===== src/rtl/imem_loader_pkg.sv =====
// Shared definitions for the instruction-memory boot loader.
//   - Loader state encoding.
//   - Default memory geometry (64 words, 6-bit word address).
//   - Number of byte lanes per instruction word.
package imem_loader_pkg;

    localparam int DEFAULT_DEPTH_WORDS = 64;
    localparam int DEFAULT_ADDR_W      = 6;
    localparam int BYTE_LANES          = 4;

    typedef enum logic [2:0] {
        ST_IDLE,
        ST_DATA,
        ST_CHECK,
        ST_DONE,
        ST_ERROR
    } state_t;

endpackage


===== src/rtl/imem_loader_if.sv =====
// Bus bundle between the boot byte source / instruction memory and the loader.
//   in_valid, in_byte, in_ready : byte stream (valid/ready, accepted when both high)
//   wr_en, wr_addr, wr_data     : instruction memory write port
// modport slave  : the loader side (consumes the stream, drives the write port)
// modport master : the environment side (drives the stream, observes the write port)
interface imem_loader_if #(
    parameter int ADDR_W = 6
);
    logic              in_valid;
    logic [7:0]        in_byte;
    logic              in_ready;
    logic              wr_en;
    logic [ADDR_W-1:0] wr_addr;
    logic [31:0]       wr_data;

    modport master (
        output in_valid, in_byte,
        input  in_ready, wr_en, wr_addr, wr_data
    );

    modport slave (
        input  in_valid, in_byte,
        output in_ready, wr_en, wr_addr, wr_data
    );
endinterface


===== src/rtl/imem_loader_word_assembler.sv =====
// Packs a little-endian byte stream into 32-bit words.
//   clk, reset : clock and synchronous active-high reset
//   clear      : restart at lane 0 (start of a new load)
//   byte_en    : byte_in is consumed this cycle
//   byte_in    : incoming byte
//   byte_idx   : lane the next consumed byte will fill (0..3)
//   word_valid : registered one-cycle pulse, high the cycle after the 4th byte
//   word       : assembled word, held until the next word completes
module imem_loader_word_assembler
    import imem_loader_pkg::*;
(
    input  logic        clk,
    input  logic        reset,
    input  logic        clear,
    input  logic        byte_en,
    input  logic [7:0]  byte_in,
    output logic [1:0]  byte_idx,
    output logic        word_valid,
    output logic [31:0] word
);

    logic [1:0]  byte_idx_reg;
    logic [31:0] lanes_reg;
    logic [31:0] lanes_next;
    logic [31:0] word_reg;
    logic        word_valid_reg;

    // Each lane takes the incoming byte only when it is the current lane;
    // the 4th byte goes straight into the completed word without waiting a cycle.
    genvar gi;
    generate
        for (gi = 0; gi < BYTE_LANES; gi++) begin : g_lane
            assign lanes_next[gi*8 +: 8] = (byte_idx_reg == 2'(gi)) ? byte_in
                                                                     : lanes_reg[gi*8 +: 8];
        end
    endgenerate

    always_ff @(posedge clk) begin
        if (reset) begin
            byte_idx_reg   <= '0;
            lanes_reg      <= '0;
            word_reg       <= '0;
            word_valid_reg <= 1'b0;
        end else begin
            word_valid_reg <= 1'b0;
            if (clear) begin
                byte_idx_reg <= '0;
                lanes_reg    <= '0;
            end else if (byte_en) begin
                lanes_reg    <= lanes_next;
                byte_idx_reg <= byte_idx_reg + 2'd1;
                if (byte_idx_reg == 2'(BYTE_LANES - 1)) begin
                    word_reg       <= lanes_next;
                    word_valid_reg <= 1'b1;
                end
            end
        end
    end

    assign byte_idx   = byte_idx_reg;
    assign word_valid = word_valid_reg;
    assign word       = word_reg;

endmodule


===== src/rtl/imem_loader.sv =====
// Boot-time writer for the core's instruction memory.
// Stream format: count byte N (1..DEPTH_WORDS), 4N little-endian payload bytes,
// then one byte equal to the XOR of all payload bytes. The core is held in reset
// until a load finishes with a matching checksum.
//   clk, reset : clock and synchronous active-high reset
//   bus        : byte stream in, instruction memory write port out (slave modport)
//   reload     : one-cycle pulse, restarts from DONE or ERROR
//   core_reset : high everywhere except DONE
//   done       : load completed with a good checksum
//   err        : load aborted (bad count or bad checksum)
module imem_loader
    import imem_loader_pkg::*;
#(
    parameter int DEPTH_WORDS = DEFAULT_DEPTH_WORDS,
    parameter int ADDR_W      = DEFAULT_ADDR_W
) (
    input  logic             clk,
    input  logic             reset,
    imem_loader_if.slave     bus,
    input  logic             reload,
    output logic             core_reset,
    output logic             done,
    output logic             err
);

    // One extra bit so that N = DEPTH_WORDS is representable without wrap.
    localparam int CNT_W = ADDR_W + 1;

    state_t            state_reg;
    logic              in_ready_reg;
    logic              core_reset_reg;
    logic              done_reg;
    logic              err_reg;
    logic [CNT_W-1:0]  n_reg;
    logic [CNT_W-1:0]  word_cnt_reg;
    logic [7:0]        csum_reg;
    logic [ADDR_W-1:0] wr_addr_reg;

    logic              accept;
    logic              count_ok;
    logic              word_done;
    logic              last_word;
    logic [1:0]        byte_idx;
    logic              word_valid;
    logic [31:0]       word;

    assign accept    = bus.in_valid && in_ready_reg;
    assign count_ok  = (bus.in_byte != 8'd0) && (32'(bus.in_byte) <= DEPTH_WORDS);
    assign word_done = accept && (state_reg == ST_DATA) && (byte_idx == 2'(BYTE_LANES - 1));
    assign last_word = (word_cnt_reg == n_reg - CNT_W'(1));

    imem_loader_word_assembler u_asm (
        .clk        (clk),
        .reset      (reset),
        .clear      (accept && (state_reg == ST_IDLE)),
        .byte_en    (accept && (state_reg == ST_DATA)),
        .byte_in    (bus.in_byte),
        .byte_idx   (byte_idx),
        .word_valid (word_valid),
        .word       (word)
    );

    always_ff @(posedge clk) begin
        if (reset) begin
            state_reg      <= ST_IDLE;
            in_ready_reg   <= 1'b1;
            core_reset_reg <= 1'b1;
            done_reg       <= 1'b0;
            err_reg        <= 1'b0;
            n_reg          <= '0;
            word_cnt_reg   <= '0;
            csum_reg       <= '0;
            wr_addr_reg    <= '0;
        end else begin
            case (state_reg)
                ST_IDLE: begin
                    if (accept) begin
                        if (!count_ok) begin
                            state_reg    <= ST_ERROR;
                            in_ready_reg <= 1'b0;
                            err_reg      <= 1'b1;
                        end else begin
                            n_reg        <= CNT_W'(bus.in_byte);
                            word_cnt_reg <= '0;
                            csum_reg     <= '0;
                            state_reg    <= ST_DATA;
                        end
                    end
                end
                ST_DATA: begin
                    if (accept) begin
                        csum_reg <= csum_reg ^ bus.in_byte;
                        if (word_done) begin
                            // Address is captured together with the assembler's
                            // word_valid so both appear in the same cycle.
                            wr_addr_reg  <= word_cnt_reg[ADDR_W-1:0];
                            word_cnt_reg <= word_cnt_reg + CNT_W'(1);
                            if (last_word) begin
                                state_reg <= ST_CHECK;
                            end
                        end
                    end
                end
                ST_CHECK: begin
                    if (accept) begin
                        in_ready_reg <= 1'b0;
                        if (bus.in_byte == csum_reg) begin
                            state_reg      <= ST_DONE;
                            done_reg       <= 1'b1;
                            core_reset_reg <= 1'b0;
                        end else begin
                            state_reg <= ST_ERROR;
                            err_reg   <= 1'b1;
                        end
                    end
                end
                ST_DONE, ST_ERROR: begin
                    if (reload) begin
                        state_reg      <= ST_IDLE;
                        in_ready_reg   <= 1'b1;
                        core_reset_reg <= 1'b1;
                        done_reg       <= 1'b0;
                        err_reg        <= 1'b0;
                    end
                end
                default: begin
                    state_reg      <= ST_IDLE;
                    in_ready_reg   <= 1'b1;
                    core_reset_reg <= 1'b1;
                    done_reg       <= 1'b0;
                    err_reg        <= 1'b0;
                end
            endcase
        end
    end

    assign bus.in_ready = in_ready_reg;
    assign bus.wr_en    = word_valid;
    assign bus.wr_addr  = wr_addr_reg;
    assign bus.wr_data  = word;
    assign core_reset   = core_reset_reg;
    assign done         = done_reg;
    assign err          = err_reg;

endmodule


===== src/flat_wrapper.sv =====
// flat-port wrapper written by rule: the top's interface ports become plain ports
module imem_loader_flat import imem_loader_pkg::*;
#(
    parameter int DEPTH_WORDS = DEFAULT_DEPTH_WORDS,
    parameter int ADDR_W      = DEFAULT_ADDR_W
)
  (clk, reset, reload, core_reset, done, err, bus_in_valid, bus_in_byte, bus_in_ready, bus_wr_en, bus_wr_addr, bus_wr_data);
  imem_loader_if #(.ADDR_W(ADDR_W)) bus_i ();
  input  logic clk;
  input  logic reset;
  input  logic reload;
  output logic core_reset;
  output logic done;
  output logic err;
  input wire logic [$bits(bus_i.in_valid)-1:0] bus_in_valid;
  input wire logic [$bits(bus_i.in_byte)-1:0] bus_in_byte;
  output wire logic [$bits(bus_i.in_ready)-1:0] bus_in_ready;
  output wire logic [$bits(bus_i.wr_en)-1:0] bus_wr_en;
  output wire logic [$bits(bus_i.wr_addr)-1:0] bus_wr_addr;
  output wire logic [$bits(bus_i.wr_data)-1:0] bus_wr_data;
  assign bus_i.in_valid = bus_in_valid;
  assign bus_i.in_byte = bus_in_byte;
  assign bus_in_ready = bus_i.in_ready;
  assign bus_wr_en = bus_i.wr_en;
  assign bus_wr_addr = bus_i.wr_addr;
  assign bus_wr_data = bus_i.wr_data;
  imem_loader #(.DEPTH_WORDS(DEPTH_WORDS), .ADDR_W(ADDR_W)) u_core (.clk(clk), .reset(reset), .bus(bus_i), .reload(reload), .core_reset(core_reset), .done(done), .err(err));
endmodule

===== config.mk =====
export PLATFORM = sky130hd
export DESIGN_NAME = imem_loader_flat
export DESIGN_NICKNAME = d
export VERILOG_FILES = /design/src/rtl/imem_loader_pkg.sv /design/src/rtl/imem_loader_if.sv /design/src/rtl/imem_loader_word_assembler.sv /design/src/rtl/imem_loader.sv /design/src/flat_wrapper.sv
export SDC_FILE = /design/constraint.sdc
export NUM_CORES = 1
export LEC_CHECK = 0
export CAP_MARGIN = 0
export CORE_MARGIN = 2
export CORE_UTILIZATION = 49
export CTS_CLUSTER_DIAMETER = 50
export DETAILED_ROUTE_END_ITERATION = 7
export PLACE_DENSITY = 0.73
export SLEW_MARGIN = 40
export SYNTH_ARGS = -nofsm -noshare
export SYNTH_HDL_FRONTEND = slang
export SYNTH_SLANG_ARGS = --single-unit

===== constraint.sdc =====
create_clock -name clk -period 1.7 [get_ports clk]
set_input_delay 0.34 -clock clk [delete_from_list [all_inputs] [get_ports clk]]
set_output_delay 0.34 -clock clk [all_outputs]
set_load 0.05 [all_outputs]

Word level (Yosys, flattened, before mapping):

Index checks and enable logic that the tools add are counted.
W data, S select, Z words.

* flip-flop bits (word level): 102
* input port bits: 12
* logic and storage cells: 103

* add/subtract/negate cells: 3
* $lt $le $gt $ge: 1
* equal/unequal tests: 19
* multiplexer cells: 40
* bitwise logic cells: 5
* reduce and logical (&&, ||, !) cells: 22

Operators by type and width (count)
* $mux W8: 7
* $mux W7: 4
* $mux W3: 8
* $pmux W8 S2: 1
* $mux W1: 14
* $ne A2 B1 Y1 const B: 7
* $pmux W7 S2: 1
* $pmux W3 S4: 1
* $reduce_and A6 Y1: 2
* $reduce_and A5 Y1: 2
* $reduce_and A3 Y1: 3
* $eq A8 B8 Y1: 1
* $le A8 B7 Y1 const B: 1
* $pmux W1 S4: 2
* $reduce_and A4 Y1: 2
* $reduce_bool A8 Y1: 1
* $xor A8 B8 Y8: 1
* $add A7 B1 Y7 const B: 1
* $eq A7 B7 Y1: 1
* $sub A7 B1 Y7 const B: 1
* $eq A3 B2 Y1 const B: 2
* $ne A2 B2 Y1 const B: 3
* $pmux W1 S3: 2
* $reduce_or A2 Y1: 3
* 11 further kinds: 19

Depth between registers and ports, before layout:

* depth after elaboration: 6
* mapped depth: 8

Modules after synthesis:

A second synthesis with hierarchy kept.

* cell total of the unflattened synthesis: 513
* area, all modules: 4421.7 µm²

Modules (own cells, without submodules)
* imem_loader_word_assembler: instances 1, cells each 276, area an instance 2463.6 µm², sequential area each 1181.1 µm²
* imem_loader: instances 1, cells each 237, area an instance 1958.1 µm², sequential area each 700.7 µm²

Worst setup path before layout:

No wires, ideal clock.

* kind: register -> register
* start: register u_core.in_ready_reg (netlist: u_core.bus.in_ready)
* end: register u_core.word_cnt_reg[1]
* setup time: 128 ps
* arrival: 2152 ps
* data required time: 1572 ps
* setup slack: -580 ps
* stages on the path, launching flop included: 8
* clock period less this slack: 2280 ps
* cells stage by stage: dfxtp_1 nand3b_4 or3_4 or4_4 buf_6 buf_6 a31oi_1 nor2_1

* word-level cells in the longest chain between the ends: 5

RTL lines
* start: declaration: line imem_loader.sv:30 `logic in_ready_reg;`
* start signal: assignment: line imem_loader.sv:66 `in_ready_reg <= 1'b1;`
* start signal: assignment: line imem_loader.sv:80 `in_ready_reg <= 1'b0;`
* start signal: assignment: line imem_loader.sv:106 `in_ready_reg <= 1'b0;`
* $logic_and A1 B1 Y1 (*): line imem_loader.sv:47 `assign accept = bus.in_valid && in_ready_reg;`
* $logic_and A1 B1 Y1 (2 in a row): line imem_loader.sv:49 `assign word_done = accept && (state_reg == ST_DATA) && (byte_idx == 2'(BYTE_LANES - 1));`
* $ne A2 B1 Y1 (no line)
* $reduce_and A5 Y1 (no line) (*)
* end signal: assignment: line imem_loader.sv:97 `word_cnt_reg <= word_cnt_reg + CNT_W'(1);`
* end: declaration: line imem_loader.sv:35 `logic [CNT_W-1:0] word_cnt_reg;`

Mark *: on every way between the ends. The rest lies on a longest branch, timed or not.
A chain may end at the register's enable or synchronous reset.

Worst setup path after layout:

* start: register u_core.state_reg[2]
* end: register u_core.csum_reg[5]

* word-level cells in the longest chain between the ends: 3

RTL lines
* start: declaration: line imem_loader.sv:29 `state_t state_reg;`
* start signal: assignment: line imem_loader.sv:65 `state_reg <= ST_IDLE;`
* start signal: assignment: line imem_loader.sv:79 `state_reg <= ST_ERROR;`
* start signal: assignment: line imem_loader.sv:86 `state_reg <= ST_DATA;`
* $eq A3 B1 Y1 / $logic_not A3 Y1 (equally long branches): line imem_loader.sv:75 `case (state_reg)`
* $ne A2 B1 Y1 (no line) / $reduce_bool A2 Y1 (equally long branches)
* $reduce_and A4 Y1 (no line)
* end signal: assignment: line imem_loader.sv:92 `csum_reg <= csum_reg ^ bus.in_byte;`
* end: declaration: line imem_loader.sv:36 `logic [7:0] csum_reg;`

Several ways; a longest one is shown, not always the timed one.

==> results.toml <==
[worst_setup_path]
worst_ep_arrival_time_ps = 2000
worstPathCellList = "nand3b_4 -> or3_4 -> or4_4 -> a21oi_2 -> a211oi_1"
worstSetupStartpointType = "flip-flop"
setup.worst_path.class = "flip-flop to flip-flop"
worstPathBufferInverterCount = 0
cp_slowest_stage_delay_ps = 570
cp_data_required_time_ps = 1940
critical_path_capture_point_type = "flip-flop"
wp_depth = 5
crit_path_top_delay_cell = "sky130_fd_sc_hd__or4_4"
timing.critical_path.fanout_max = 5
worst_r2r_path_depth = 5
crit_path_leading_delay_family = "simple AND/OR/NAND/NOR gates"

[final_layout]
drive_gt1_share_pct = 27.8
ff_latch_area_sq_um = 1890
multi_input_area_sq_um = 2330
diodes = 0
area_of_all_placed_cells_without_fillers_sq_um = 5640
syn_to_final_growth_pct = 32.9
filler_cell_count = 671
utilization_pct = 68.0
number_of_flip_flops_under_the_largest_register_name = 32
nets = 620
non_filler_cells_final = 712

[worst_hold_path]
whs_path_depth = 2
worstHoldPathType = "input pin to flip-flop"

[detailed_routing]
met1Wirelength_um = 4860
vias_per_cell = 5.60
met3RoutedLength_um = 428
drcViolationCount = 0
dr_wl_met2_um = 5440
dr.first_iter.drc_count = 193
wirelength_um = 10900
ant_nets = 0
drt_pass_1_iters = 7
detail_route.wl_per_cell_um = 15.4
route.top_layer_used = "met4"
vias = 3989

[sta]
hold_slack_ps = 370
period_share_pct = 103
max_freq_mhz = 569
final-setup-viol-count = 5
worst_slew_pin_slew_ps = 391
maxSlewViolCount = 0
hold_viol = 0
final_period_minus_worst_setup_slack_ps = 1760
postLayoutSetupSlackWorst_ps = -57.1
setup_repair_after_global_routing_missed_its_margin = "true"
finalClockSkew_ps = 10.3
maxSlewHeadroom_pct = 73.9

[synthesis]
ys_top_cells_by_area = "sky130_fd_sc_hd__dfxtp_1, sky130_fd_sc_hd__a21oi_1, sky130_fd_sc_hd__nand2_1"
ys_types = 43
synth.net_count = 531
synth-seq-cells = 94
post_synth_instance_area_sq_um = 4240
ys_warn_count = 0
async_flop_share_pct = 0
synthesis.instances = 513
seq_area_frac_synth_pct = 44.4
number_of_enable_type_register_cells_in_the_synthesized_netlist = 0
synth.cells.most_frequent = "sky130_fd_sc_hd__dfxtp_1, sky130_fd_sc_hd__nand2_1, sky130_fd_sc_hd__a21oi_1, sky130_fd_sc_hd__clkbuf_1, sky130_fd_sc_hd__nor2_1"
yosys.area.top_type = "sky130_fd_sc_hd__dfxtp_1"
synth.most_common_cell = "sky130_fd_sc_hd__dfxtp_1"
synthesis.area_per_instance_sq_um = 8.27
synthFlopType = "sky130_fd_sc_hd__dfxtp_1"
yosysTopAreaCellShare_pct = 44.4

[die]
initial_utilization_pct = 51.1
placement_rows = 33
die_y_um = 97.1
die_w_um = 97.1
top_level_port_count = 55
die_area_sq_um = 9420
design.core.area_sq_um = 8300

[cts]
cts_tree = "done"
clk_pin_slew_worst_paths_ps = 100
cts_made_buffers = 9
ctsHoldBuffers = 0
clock_path_buffers = 2
clk-insertion-delay-late_ps = 370
cts.root.buffer_cell = "sky130_fd_sc_hd__clkbuf_8"
htreeDepth = 3
cts.sinks = 94

[grt]
grt_util_all_layers_pct = 22.4
grt_pass1_vias = 3692
grt_first_pass_wirelength_um = 17500
grt_max_degree = 39
initial_antenna_violation_count = 0
overflow = 0

[placed_design]
globalplace.congestion = 0.834
hpwlAfterDp_um = 7090
placedInstanceArea_sq_um = 5190
place_inst = 689
io_buffer_count = 54

[power]
power.clock.fraction_pct = 28.2
power_share_of_the_sequential_group_pct = 46.6
power.share.combinational_pct = 25.2
intPower_w = 0.00340
power_switching_share_pct = 32.4
power.switching_w = 0.00163
ir_worst_vdd_uv = 578
cellLeakagePower_nw = 2.14
power_dens_cells_nw_per_um2 = 892

[run_status]
violated_checks = "setup timing"
outcome = "complete, but fails checks"

[flow_run]
maxCapViolations = 0
final timing paths:
check	from	slack [ps]	to
worst max-delay path	u_core.state_reg[2]$_SDFFE_PP0P_	-60	u_core.csum_reg[5]$_SDFFE_PP0P_
worst min-delay path	reset	370	u_core.u_asm.word[25]$_SDFFE_PP0P_
worst min register to register	u_core.u_asm.lanes_reg[18]$_SDFFE_PP0P_	460	u_core.u_asm.lanes_reg[18]$_SDFFE_PP0P_
worst max register to register	u_core.state_reg[2]$_SDFFE_PP0P_	-60	u_core.csum_reg[5]$_SDFFE_PP0P_
layout by cell type, fill, tap and decap left out, types with 3 or more instances in the layout:
cell type / count
sky130_fd_sc_hd__nor3_1: 7
sky130_fd_sc_hd__o21a_1: 4
sky130_fd_sc_hd__nand2_1: 83
sky130_fd_sc_hd__dfxtp_1: 89
sky130_fd_sc_hd__inv_1: 13
sky130_fd_sc_hd__o21ai_0: 5
sky130_fd_sc_hd__a21oi_2: 9
sky130_fd_sc_hd__buf_12: 9
sky130_fd_sc_hd__dlymetal6s2s_1: 4
sky130_fd_sc_hd__xnor2_1: 11
sky130_fd_sc_hd__clkbuf_8: 9
sky130_fd_sc_hd__a211oi_2: 3
sky130_fd_sc_hd__ha_1: 4
sky130_fd_sc_hd__dfxtp_2: 3
sky130_fd_sc_hd__nand2b_1: 3
sky130_fd_sc_hd__dlygate4sd2_1: 4
sky130_fd_sc_hd__a21oi_1: 57
sky130_fd_sc_hd__nand4_1: 6
sky130_fd_sc_hd__buf_4: 96
sky130_fd_sc_hd__xor2_1: 10
sky130_fd_sc_hd__mux2i_1: 24
sky130_fd_sc_hd__or4_4: 3
sky130_fd_sc_hd__nor2_1: 35
sky130_fd_sc_hd__a211oi_1: 30
sky130_fd_sc_hd__nand3_1: 26
area by class of cell:
type | count | share of cell area, %
clock buffer | 10 | 2.26
timing repair buffer | 119 | 18.8
inverter | 13 | 0.865
multi-input combinational | 365 | 41.3
tap | 105 | 2.33
clock inverter | 6 | 0.954
sequential | 94 | 33.6
layer usage:
layer	up-vias	GRT usage, %
li1	1960	-
met1	1900	28.8
met2	106	37.4
met3	23	3.09
met4	0	9.64
met5	-	0
through the flow:
stage | total power (W) | setup WS, ps | setup TNS [ps]
after floorplan | 0.00306 | -247 | -3070
after global placement | 0.00349 | -611 | -27510
after detailed placement | 0.00351 | -686 | -31100
after CTS | 0.00497 | -43.3 | -184
after global routing | 0.00523 | -91.7 | -517
final | 0.00503 | -57.1 | -211
power by group through the flow:
stage / Sequential [W] / Combinational, W / Clock (W)
detailed placement: 0.00239 / 0.00112 / 0
global route: 0.00235 / 0.00137 / 0.00151
finish: 0.00234 / 0.00127 / 0.00142
floorplan: 0.00247 / 0.000595 / 0
CTS: 0.00234 / 0.00120 / 0.00143
global placement: 0.00238 / 0.00110 / 0
cell families (layout without fill, tap and decap cells):
logic type	count (synthesis)	after routing	share of synthesized area, %
xor gates and xnor gates	21	21	4.33
and+or+nand+nor	191	193	21.2
adders and majority gates	6	6	1.77
buffers and inverters	56	148	5.40
AOI/OAI and AO/OA	121	121	17.3
muxes	24	24	5.66
DFF	94	94	44.4
repair_timing:
action / CTS / global route
buffers inserted: 1 / 3
endpoints found under the setup margin: 28 / 77
pin swaps: 14 / 12
cloned: 2 / 1
gates resized for setup: 25 / 31
No activity file was read; power rests on OpenSTA's default activity.
